===== config.mk =====
export PLATFORM = sky130hd
export DESIGN_NAME = inst_fetch_flat
export DESIGN_NICKNAME = d
export VERILOG_FILES = /design/src/rtl/inst_fetch_if.sv /design/src/rtl/inst_fetch.sv /design/src/flat_wrapper.sv
export SDC_FILE = /design/constraint.sdc
export NUM_CORES = 1
export LEC_CHECK = 0
export ABC_CLOCK_PERIOD_IN_PS = 4300
export CAP_MARGIN = 20
export CORE_MARGIN = 8
export CORE_UTILIZATION = 53
export CTS_BUF_LIST = sky130_fd_sc_hd__clkbuf_8 sky130_fd_sc_hd__clkbuf_16
export DETAILED_ROUTE_END_ITERATION = 8
export PLACE_DENSITY = 0.8
export RECOVER_POWER = 25
export SYNTH_ARGS = -nofsm -noshare
export SYNTH_HDL_FRONTEND = slang
export SYNTH_SLANG_ARGS = --single-unit

===== constraint.sdc =====
create_clock -name clock -period 4.3 [get_ports clock]
set_clock_uncertainty 0.2 [all_clocks]
set_input_delay 0.86 -clock clock [delete_from_list [all_inputs] [get_ports clock]]
set_output_delay 0.86 -clock clock [all_outputs]
set_load 0.05 [all_outputs]

===== src/rtl/inst_fetch_if.sv =====
// Fetch-unit bundle: redirect input, instruction-memory req/gnt/rvalid port,
// decoder valid/ready port, and read-only debug view of the internal counters.
interface inst_fetch_if #(
  parameter int DATA_W = 16,
  parameter int DEPTH  = 2
);
  localparam int CW = $clog2(DEPTH + 1);

  logic              redirect;
  logic [DATA_W-1:0] redirect_pc;

  // imem: a transfer happens on imem_req & imem_gnt; once raised, req/addr hold
  // until granted unless redirect withdraws them; responses come back on
  // imem_rvalid strictly in grant order, at least one cycle after the grant.
  // decoder: an instruction moves on inst_valid & inst_ready; inst/inst_pc hold
  // while inst_valid & !inst_ready.
  logic              imem_req;
  logic [DATA_W-1:0] imem_addr;
  logic              imem_gnt;
  logic              imem_rvalid;
  logic [DATA_W-1:0] imem_rdata;

  logic              inst_valid;
  logic [DATA_W-1:0] inst;
  logic [DATA_W-1:0] inst_pc;
  logic              inst_ready;

  logic [CW-1:0]     dbg_occ;
  logic [CW-1:0]     dbg_outstanding;
  logic [CW-1:0]     dbg_discard;

  modport master (
    input  redirect, redirect_pc, imem_gnt, imem_rvalid, imem_rdata, inst_ready,
    output imem_req, imem_addr, inst_valid, inst, inst_pc,
    output dbg_occ, dbg_outstanding, dbg_discard
  );

  modport slave (
    output redirect, redirect_pc, imem_gnt, imem_rvalid, imem_rdata, inst_ready,
    input  imem_req, imem_addr, inst_valid, inst, inst_pc,
    input  dbg_occ, dbg_outstanding, dbg_discard
  );
endinterface


===== src/rtl/inst_fetch.sv =====
// ONC-16 instruction fetch front end: sequential PC, credit-limited imem reads,
// in-order prefetch queue to the decoder, redirect flush with stale-read discard.
module inst_fetch #(
  parameter int DATA_W = 16,
  parameter int DEPTH  = 2
) (
  input  logic          clock,
  input  logic          n_rst,
  inst_fetch_if.master  bus
);
  localparam int CW = $clog2(DEPTH + 1);
  localparam int PW = (DEPTH > 1) ? $clog2(DEPTH) : 1;
  localparam int SW = CW + 2;

  logic [DATA_W-1:0] fetch_addr_q, fetch_addr_d;
  logic [DATA_W-1:0] resp_pc_q, resp_pc_d;
  logic [CW-1:0]     occ_q, occ_d;
  logic [CW-1:0]     out_q, out_d;
  logic [CW-1:0]     disc_q, disc_d;
  logic [PW-1:0]     rd_ptr_q, rd_ptr_d;
  logic [PW-1:0]     wr_ptr_q, wr_ptr_d;
  logic [DATA_W-1:0] word_q [DEPTH];
  logic [DATA_W-1:0] pc_q   [DEPTH];

  logic [SW-1:0] credit_used;
  logic          grant, live_rsp, drop_rsp, any_rsp, push, pop;

  function automatic logic [PW-1:0] next_ptr(input logic [PW-1:0] p);
    return (p == PW'(DEPTH - 1)) ? '0 : p + PW'(1);
  endfunction

  // Queued, in-flight and stale reads all hold a credit, so a response can never find the queue full.
  assign credit_used   = SW'(occ_q) + SW'(out_q) + SW'(disc_q);
  assign bus.imem_req  = n_rst & ~bus.redirect & (credit_used < SW'(DEPTH));
  assign bus.imem_addr = fetch_addr_q;

  assign grant    = bus.imem_req & bus.imem_gnt;
  assign drop_rsp = bus.imem_rvalid & (disc_q != '0);
  assign live_rsp = bus.imem_rvalid & (disc_q == '0) & (out_q != '0);
  assign any_rsp  = bus.imem_rvalid & ((disc_q != '0) | (out_q != '0));
  assign push     = ~bus.redirect & live_rsp;
  assign pop      = ~bus.redirect & bus.inst_valid & bus.inst_ready;

  assign bus.inst_valid = (occ_q != '0);
  assign bus.inst       = word_q[rd_ptr_q];
  assign bus.inst_pc    = pc_q[rd_ptr_q];

  assign bus.dbg_occ         = occ_q;
  assign bus.dbg_outstanding = out_q;
  assign bus.dbg_discard     = disc_q;

  always_comb begin
    fetch_addr_d = fetch_addr_q;
    resp_pc_d    = resp_pc_q;
    occ_d        = occ_q;
    out_d        = out_q;
    disc_d       = disc_q;
    rd_ptr_d     = rd_ptr_q;
    wr_ptr_d     = wr_ptr_q;
    if (bus.redirect) begin
      // Every unanswered read becomes stale; a response arriving now is one of them.
      fetch_addr_d = bus.redirect_pc;
      resp_pc_d    = bus.redirect_pc;
      occ_d        = '0;
      out_d        = '0;
      disc_d       = CW'(SW'(disc_q) + SW'(out_q) - SW'(any_rsp));
      rd_ptr_d     = '0;
      wr_ptr_d     = '0;
    end else begin
      if (grant) fetch_addr_d = fetch_addr_q + DATA_W'(1);
      out_d  = out_q + CW'(grant) - CW'(live_rsp);
      disc_d = disc_q - CW'(drop_rsp);
      if (push) begin
        resp_pc_d = resp_pc_q + DATA_W'(1);
        wr_ptr_d  = next_ptr(wr_ptr_q);
      end
      if (pop) rd_ptr_d = next_ptr(rd_ptr_q);
      occ_d = occ_q + CW'(push) - CW'(pop);
    end
  end

  always_ff @(posedge clock or negedge n_rst) begin
    if (!n_rst) begin
      fetch_addr_q <= '0;
      resp_pc_q    <= '0;
      occ_q        <= '0;
      out_q        <= '0;
      disc_q       <= '0;
      rd_ptr_q     <= '0;
      wr_ptr_q     <= '0;
      for (int i = 0; i < DEPTH; i++) begin
        word_q[i] <= '0;
        pc_q[i]   <= '0;
      end
    end else begin
      fetch_addr_q <= fetch_addr_d;
      resp_pc_q    <= resp_pc_d;
      occ_q        <= occ_d;
      out_q        <= out_d;
      disc_q       <= disc_d;
      rd_ptr_q     <= rd_ptr_d;
      wr_ptr_q     <= wr_ptr_d;
      if (push) begin
        word_q[wr_ptr_q] <= bus.imem_rdata;
        pc_q[wr_ptr_q]   <= resp_pc_q;
      end
    end
  end
endmodule


===== src/flat_wrapper.sv =====
// flat-port wrapper written by rule: the top's interface ports become plain ports
module inst_fetch_flat 
#(
  parameter int DATA_W = 16,
  parameter int DEPTH  = 2
)
  (clock, n_rst, bus_redirect, bus_redirect_pc, bus_imem_gnt, bus_imem_rvalid, bus_imem_rdata, bus_inst_ready, bus_imem_req, bus_imem_addr, bus_inst_valid, bus_inst, bus_inst_pc, bus_dbg_occ, bus_dbg_outstanding, bus_dbg_discard);
  inst_fetch_if #(.DATA_W(DATA_W), .DEPTH(DEPTH)) bus_i ();
  input  logic clock;
  input  logic n_rst;
  input wire logic [$bits(bus_i.redirect)-1:0] bus_redirect;
  input wire logic [$bits(bus_i.redirect_pc)-1:0] bus_redirect_pc;
  input wire logic [$bits(bus_i.imem_gnt)-1:0] bus_imem_gnt;
  input wire logic [$bits(bus_i.imem_rvalid)-1:0] bus_imem_rvalid;
  input wire logic [$bits(bus_i.imem_rdata)-1:0] bus_imem_rdata;
  input wire logic [$bits(bus_i.inst_ready)-1:0] bus_inst_ready;
  output wire logic [$bits(bus_i.imem_req)-1:0] bus_imem_req;
  output wire logic [$bits(bus_i.imem_addr)-1:0] bus_imem_addr;
  output wire logic [$bits(bus_i.inst_valid)-1:0] bus_inst_valid;
  output wire logic [$bits(bus_i.inst)-1:0] bus_inst;
  output wire logic [$bits(bus_i.inst_pc)-1:0] bus_inst_pc;
  output wire logic [$bits(bus_i.dbg_occ)-1:0] bus_dbg_occ;
  output wire logic [$bits(bus_i.dbg_outstanding)-1:0] bus_dbg_outstanding;
  output wire logic [$bits(bus_i.dbg_discard)-1:0] bus_dbg_discard;
  assign bus_i.redirect = bus_redirect;
  assign bus_i.redirect_pc = bus_redirect_pc;
  assign bus_i.imem_gnt = bus_imem_gnt;
  assign bus_i.imem_rvalid = bus_imem_rvalid;
  assign bus_i.imem_rdata = bus_imem_rdata;
  assign bus_i.inst_ready = bus_inst_ready;
  assign bus_imem_req = bus_i.imem_req;
  assign bus_imem_addr = bus_i.imem_addr;
  assign bus_inst_valid = bus_i.inst_valid;
  assign bus_inst = bus_i.inst;
  assign bus_inst_pc = bus_i.inst_pc;
  assign bus_dbg_occ = bus_i.dbg_occ;
  assign bus_dbg_outstanding = bus_i.dbg_outstanding;
  assign bus_dbg_discard = bus_i.dbg_discard;
  inst_fetch #(.DATA_W(DATA_W), .DEPTH(DEPTH)) u_core (.clock(clock), .n_rst(n_rst), .bus(bus_i));
endmodule

## Yosys cells after proc, flatten, opt, wreduce, memory -nomap -nowiden

Cells that the tools add are included.

- Reduce and logical (&&, ||, !) cells: 8
- Muxes and demuxes: 23
- Add/subtract/negate cells: 13
- Bitwise logic cells: 14
- $lt $le $gt $ge: 4

Operators with widths:

| kind | number |
|---|---|
| $mux W16 | 11 |
| $bwmux W32 | 2 |
| $add A16 B1 Y16 const B | 2 |
| $demux W16 S1 | 1 |
| $reduce_bool A2 Y1 | 6 |
| $and A1 B1 Y1 | 10 |
| $sub A2 B1 Y2 | 4 |
| $mux W1 | 6 |
| $mux W2 | 3 |
| $add A2 B1 Y2 | 2 |
| $add A4 B2 Y4 | 1 |
| $ge A2 B2 Y1 const B | 2 |
| $lt A4 B2 Y1 const B | 1 |
| $not A1 Y2 | 2 |
| $add A2 B2 Y3 | 1 |
| $add A1 B1 Y1 const B | 2 |
| $add A2 B2 Y2 | 1 |
| $logic_not A2 Y1 | 1 |
| $lt A2 B1 Y1 const B | 1 |
| $logic_and A1 B1 Y1 | 1 |
| $not A1 Y1 | 1 |
| $or A1 B1 Y1 | 1 |

- Output and inout port bits: 56
- Register bits: 104

## Logic depth before layout (Yosys ltp)

Gate-level depths: netlist of the first run.

- Depth after elaboration: 8
- Mapped depth: 12
- Mapped depth without buffers: 11

## Least setup slack after synthesis of the first run

No wires, ideal clock.

- Path type: register to output
- Start: reg u_core.out_q[0] (netlist: u_core.bus.dbg_outstanding[0])
- End: out bus_imem_req
- Required time: 3.240 ns
- Cell stages (with the launch flop): 7
- Buffers on the path: 0
- Slack: 0.544 ns
- Arrival time: 2.696 ns
- Path through: dfrtp_1 > ha_1 > fa_1 > inv_1 > fa_1 > nand3_1 > nor2_1

- Word-level cells in the longest chain between the ends: 4

RTL lines:

| what | RTL line | RTL |
|---|---|---|
| start: declaration | inst_fetch.sv:18 | `logic [CW-1:0] out_q, out_d;` |
| start signal: assignment | inst_fetch.sv:99 | `out_q <= out_d;` |
| $add A2 B2 Y3 | inst_fetch.sv:33 | `assign credit_used = SW'(occ_q) + SW'(out_q) + SW'(disc_q);` |
| $add A4 B2 Y4 | inst_fetch.sv:33 |  |
| $lt A4 B2 Y1 | inst_fetch.sv:34 | `assign bus.imem_req = n_rst & ~bus.redirect & (credit_used < SW'(DEPTH));` |
| $and A1 B1 Y1 | inst_fetch.sv:34 |  |
| end: declaration | flat_wrapper.sv:17 | `output wire logic [$bits(bus_i.imem_req)-1:0] bus_imem_req;` |

No other way between the ends.

## Final worst setup path of the first run

Ends and elaborated chain as after synthesis.

==> results of run 1 <==
==> cell families (layout without fill, tap and decap cells) <==
logic type	count (synthesis)	after routing
DFF	104	104
muxes	105	105
adders and majority gates	13	13
buffers and inverters	35	134
xor gates and xnor gates	30	30
AOI/OAI and AO/OA	38	38
and+or+nand+nor	98	98
==> worst paths after layout <==
check                                                end  slack (ns)  depth (start not counted)
setup / recovery                            bus_imem_req        0.59                          7
hold / removal                         u_core.word_q[31]        0.31                          1
setup reg to reg           u_core.bus.dbg_outstanding[0]        1.02                          9
hold reg to reg                        u_core.word_q[31]        0.31                          1
max in group asynchronous       u_core.bus.imem_addr[12]        0.86                          3
min in group asynchronous              u_core.word_q[29]        1.22                          2
==> flip-flops by register name, summed over array words and instances (netlist names) <==
| register | cells |
|---|---|
| u_core.rd_ptr_q | 1 |
| u_core.word_q | 32 |
| u_core.bus.dbg_discard | 2 |
| u_core.resp_pc_q | 16 |
| u_core.bus.dbg_outstanding | 2 |
| u_core.wr_ptr_q | 1 |
| u_core.bus.imem_addr | 16 |
| u_core.pc_q | 32 |
| u_core.bus.dbg_occ | 2 |
==> power by group through the flow <==
stage / sequential (mW) / combinational (mW) / clock (mW)
after global placement: 1.31 / 1.57 / 0
after floorplan: 1.40 / 0.990 / 0
after detailed placement: 1.33 / 1.59 / 0
final: 1.31 / 1.57 / 0.592
after CTS: 1.31 / 1.59 / 0.610
after global routing: 1.34 / 1.66 / 0.650
==> cells in the mapped netlist, types with 2 or more instances <==
master and number:
buf_12 3, mux2_4 30, fa_1 2, ha_1 11
and3_1 3, nor4_1 5, clkbuf_1 8, mux2i_1 3
a21boi_0 6, nand2_1 28, dfrtp_1 104, nand4_1 5
xnor2_1 18, nand2b_1 4, buf_6 2, a21o_1 2
and4_1 3, buf_4 4, or2_2 4, o311ai_0 3
mux2_2 71, o211ai_1 2, o21ai_0 14, xor2_1 12
a31oi_1 2, nor2b_1 2, a21oi_1 3, nor4b_1 2
nor2_1 12, nor3_1 5, nor4_2 2, nand3_1 15
inv_1 13
==> critical path, cell delays in order (launching register included) <==
cell,delay (ns)
dfrtp_1,0.42
ha_1,0.22
fa_1,0.51
inv_1,0.06
fa_1,0.57
nand3_1,0.09
nor2_1,0.23
buf_12,0.18
==> metrics by stage <==
stage	setup slack, ns	power (mW)
2_1_floorplan	0.5440	2.390
3_3_place_gp	0.9509	2.881
3_5_place_dp	0.8994	2.919
4_1_cts	0.5648	3.516
5_1_grt	0.2276	3.648
6_report	0.5880	3.476
==> layout make-up <==
| cell class | instances | share of cell area, % |
|---|---|---|
| well taps | 133 | 2.539 |
| flip-flops and latches | 104 | 39.71 |
| multi-input cells | 284 | 38.43 |
| clock inverters | 6 | 0.9546 |
| clock buffers | 9 | 1.890 |
| repair buffers | 103 | 15.54 |
| inverters | 16 | 0.9355 |
==> per-layer routing <==
metal | up-vias | global-route usage, %
li1 | 1686 | -
met4 | 0 | 6.569
met2 | 111 | 28.78
met1 | 1798 | 24.12
met5 | - | 0
met3 | 17 | 4.964
==> flow_summary.ini, run 1 <==
[routing]
topRoutingLayerUsed = met4
dr.first_iter.drc_count = 262
drtAntennaViolNets = 0
vias = 3612
avgRoutedWirePerCell_um = 18.03
wl_met2_mm = 5.395
vias_per_cell = 5.515
dr_wl_met3_um = 871
drt-met1-wl_mm = 5.317
drc = 0
routed_wl_mm = 11.81
first_pass_iters = 4

[global_route]
grt_max_degree = 56
antenna_found_initial = 0
grt_pass1_vias = 3815
grt_usage_pct = 18.42
overflow = 0
grt_pass1_wl_mm = 19.43

[cells_and_area]
layoutNonFillerInstCount = 655
fillers = 766
layout_common_cells = 104 x dfrtp_1, 91 x clkdlybuf4s50_1, 71 x mux2_2, 30 x mux2_4, 28 x nand2_1
finalCoreUtilization_pct = 67.05
drive_above_1_share_pct = 26.25
final_area_mm2 = 0.006554
multi_input_area_mm2 = 0.002519
final_common_cell = dfrtp_1
diodes = 0
nets = 569
register_area_mm2 = 0.002603
area_delta_synth_final_pct = 22.73

[die]
start_util_pct = 54.63
io-pin-count = 94
die_height_um = 116.4
core_area_mm2 = 0.009774
die_x_um = 116.4
dieArea_mm2 = 0.01354
rows = 36

[placement]
dpl.cell_count = 640
numPortBuffers = 93
postPlaceCellArea_mm2 = 0.006382
gp_congestion = 0.8697
place.detailed.hpwl_mm = 8.715

[critical_path]
crit_fanout = 4
critPathKind = flip-flop to output port
endpoint_kind = output port
cp.arrival_ns = 2.65
required_ns = 3.24
crit_path_start_kind = flip-flop
timing.rr.start = u_core.bus.dbg_outstanding[0]
worstSetupStartpoint = u_core.bus.dbg_outstanding[0]

[cts]
htreeDepth = 3
root_buffer = clkbuf_8
numCtsBuffers = 9
path_clk_slew_ns = 0.10
cts_setup_buffers = 0
cts.repair.resized = 0
clockBufferDepth = 2
hold_buffers = 0
cts_tree = built
cts_sinks = 104
clk_latency_ns = 0.36

[outcome]
outcome = finished with violations
violations = capacitance limit, slew limit

[synth]
synthCells = 423
yosys.area_share.adder_pct = 3.327
yosys_register_bits = 104
netlist_area_mm2 = 0.005340
synth_cell_types = 53
synth_top_area_cell = dfrtp_1
synthMuxAreaShare_pct = 24.18
syn-num-nets = 474
synth_top_family_by_area = multiplexers
async_flop_share_pct = 100.0
synth.avg_cell_area_um2 = 12.62
synth_edf_count = 0
yosysTopAreaCellShare_pct = 48.73
ys.flop_type = dfrtp_1
seq_area_frac_synth_pct = 48.73
synth-simple-area-share_pct = 10.10
yosysWarningCount = 0
ys_top_cells_by_area = dfrtp_1 49%, mux2_2 15%, mux2_4 8.4%
synth_compound_area_share_pct = 4.686
synth_xor_area_share_pct = 4.920

[pwr]
powerDensity_mw_per_mm2 = 530.4
seq_power_share_pct = 37.7
p_leak_nw = 2.894
combPwrFrac_pct = 45.3
p_int_mw = 2.067
peakVddDrop_mv = 0.3110
switchingPower_mw = 1.409
swShare_pct = 40.55
clkPwrFrac_pct = 17.0

[job]
maxCapViolCount = 1

[timing]
whs_ns = 0.3074
finalHoldViolCount = 0
setup_viol = 0
worstMarginPinSlew_ns = 2.581
rsz0062_at_grt = false
clock.fmax_mhz = 269.4
fin_setup_tns_ns = 0
finalMaxSlewViolations = 51
min_period_ns = 3.712
fin_crit_sh_pct = 86.32
slew_headroom_pct = -72.10

[hold_path]
worstHoldPathType = flip-flop to flip-flop
hp-start = u_core.word_q[31]
Note: power is estimated with default switching activity, not from simulation.
==> run 2, diff against run 1 <==
--- a/config.mk
+++ b/config.mk
@@ -8,10 +8,10 @@
 export ABC_CLOCK_PERIOD_IN_PS = 4300
 export CAP_MARGIN = 20
 export CORE_MARGIN = 8
-export CORE_UTILIZATION = 53
-export CTS_BUF_LIST = sky130_fd_sc_hd__clkbuf_8 sky130_fd_sc_hd__clkbuf_16
+export CORE_UTILIZATION = 55
+export CTS_BUF_LIST = sky130_fd_sc_hd__clkbuf_8
 export DETAILED_ROUTE_END_ITERATION = 8
-export PLACE_DENSITY = 0.8
+export PLACE_DENSITY = 0.83
 export RECOVER_POWER = 25
 export SYNTH_ARGS = -nofsm -noshare
 export SYNTH_HDL_FRONTEND = slang
==> flow_summary.ini, run 2 (synthesized netlist as in run 1, its figures left out) <==
[timing]
min_period_ns = 3.722
fin_crit_sh_pct = 86.57
finalMaxSlewViolations = 32
rsz0062_at_grt = false
finalHoldViolCount = 0
clock.fmax_mhz = 268.7
worstMarginPinSlew_ns = 1.719
slew_headroom_pct = -14.57
setup_viol = 0
fin_setup_tns_ns = 0

[outcome]
outcome = finished with violations
violations = capacitance limit, slew limit

[routing]
avgRoutedWirePerCell_um = 18.32
drc = 0
drtAntennaViolNets = 0
dr.first_iter.drc_count = 201
first_pass_iters = 4
vias_per_cell = 5.485
routed_wl_mm = 12.00
vias = 3593

[cts]
path_clk_slew_ns = 0.09
htreeDepth = 3
cts_tree = built
cts_sinks = 104
root_buffer = clkbuf_8
numCtsBuffers = 9
hold_buffers = 0
cts.repair.resized = 0
clk_latency_ns = 0.37
cts_setup_buffers = 0
clockBufferDepth = 2

[critical_path]
worstPathCellList = ha_1, fa_1, inv_1, fa_1, nand3_1, nor2_1, buf_12
slowest_delay_ns = 0.58
timing.rr.start = u_core.bus.dbg_occ[0]
crit_path_start_kind = flip-flop
crit_top_cell = fa_1
endpoint_kind = output port
worstSetupStartpoint = u_core.bus.dbg_occ[0]
crit_fanout = 4
cpMaxStageDelayCell = fa_1
required_ns = 3.24
cp.arrival_ns = 2.66
critPathKind = flip-flop to output port

[die]
io-pin-count = 94
die_height_um = 114.5
start_util_pct = 55.66
rows = 36
core_area_mm2 = 0.009594
die_x_um = 114.5
dieArea_mm2 = 0.01312

[placement]
numPortBuffers = 93
gp_congestion = 0.8842
place.detailed.hpwl_mm = 8.708

[pwr]
power_mw = 3.513
peakVddDrop_mv = 0.2195
powerDensity_mw_per_mm2 = 535.9
p_leak_nw = 2.884

[global_route]
grt_pass1_wl_mm = 20.11
grt_max_degree = 75
use_met1_pct = 25.55
met3_usage_pct = 5.696
grt_usage_pct = 19.21
met2_usage_pct = 30.11
top_usage_layer = met2
grt_pass1_vias = 3851
antenna_found_initial = 0
overflow = 0

[cells_and_area]
layout_common_cells = 104 x dfrtp_1, 91 x clkdlybuf4s50_1, 71 x mux2_2, 30 x mux2_4, 28 x nand2_1
nets = 568
reg.largest.list = u_core.pc_q (32), u_core.word_q (32)
area_delta_synth_final_pct = 22.77
fillers = 728
diodes = 0
drive_above_1_share_pct = 26.05
final_common_cell = dfrtp_1

[hold_path]
hp-start = u_core.pc_q[21]
worstHoldPathType = flip-flop to flip-flop

[job]
maxCapViolCount = 1
==> run 2: changes by cell type in the layout (fill, tap and decap cells not counted) <==
| cell | previous run | this run |
|---|---|---|
| clkbuf_4 | 0 | 1 |
| inv_1 | 15 | 14 |
| clkbuf_8 | 9 | 10 |
| inv_6 | 1 | 2 |
| clkbuf_1 | 2 | 4 |
| clkinv_4 | 1 | 0 |
| buf_4 | 8 | 4 |
| clkinvlp_4 | 1 | 2 |
==> run 2: layer usage <==
metal / wire length (µm) / vias to the layer above / part of all wire [%]
met5: 0 / - / 0
met4: 156 / 0 / 1.3
met3: 766 / 14 / 6.4
met2: 5591 / 105 / 47
met1: 5485 / 1797 / 46
li1: - / 1677 / -
==> run 2: final cells by class <==
cell class                      count  area [µm²]  area share, %
Clock buffer                       10       137.6          2.099
Clock inverter                      6       66.31          1.011
Inverter                           16       61.31         0.9351
Multi-Input combinational cell    284        2519          38.42
Sequential cell                   104        2603          39.69
Tap cell                          133       166.4          2.538
Timing Repair Buffer              102        1003          15.31
==> run 2: worst max-delay path, delay by kind of cell, from the launching register on <==
kind / cells / cell delay (ns)
adders and majority gates: 3 / 1.30
buffers and inverters: 2 / 0.25
and+or+nand+nor: 2 / 0.32
DFF: 1 / 0.44
==> run 2: worst paths after layout <==
check | slack, ns | to | cells after the start
max | 0.58 | bus_imem_req | 7
min | 0.31 | u_core.pc_q[21] | 1
max reg2reg | 1.00 | u_core.bus.dbg_outstanding[0] | 9
min reg2reg | 0.31 | u_core.pc_q[21] | 1
max in group asynchronous | 1.03 | u_core.pc_q[8] | 3
min in group asynchronous | 0.97 | u_core.bus.imem_addr[5] | 2
==> run 2: metrics by stage <==
stage | hold WS, ns | std cells | setup WS, ns | util [%] | area (µm²)
2_1_floorplan | 0.2541 | 423 | 0.5440 | - | 5340
3_3_place_gp | 0.2646 | 639 | 0.9588 | 66.45 | 6375
3_5_place_dp | 0.2922 | 639 | 0.9033 | 66.45 | 6375
4_1_cts | 0.3136 | 655 | 0.5412 | 68.57 | 6579
5_1_grt | 0.3259 | 655 | 0.4338 | 68.34 | 6556
6_report | 0.3114 | 655 | 0.5777 | 68.34 | 6556
==> run 2: power by group <==
group          switching [mW]  total [mW]  internal, mW
clock network           0.338       0.625         0.287
registers               0.143        1.31          1.17
logic                   0.945        1.58         0.634
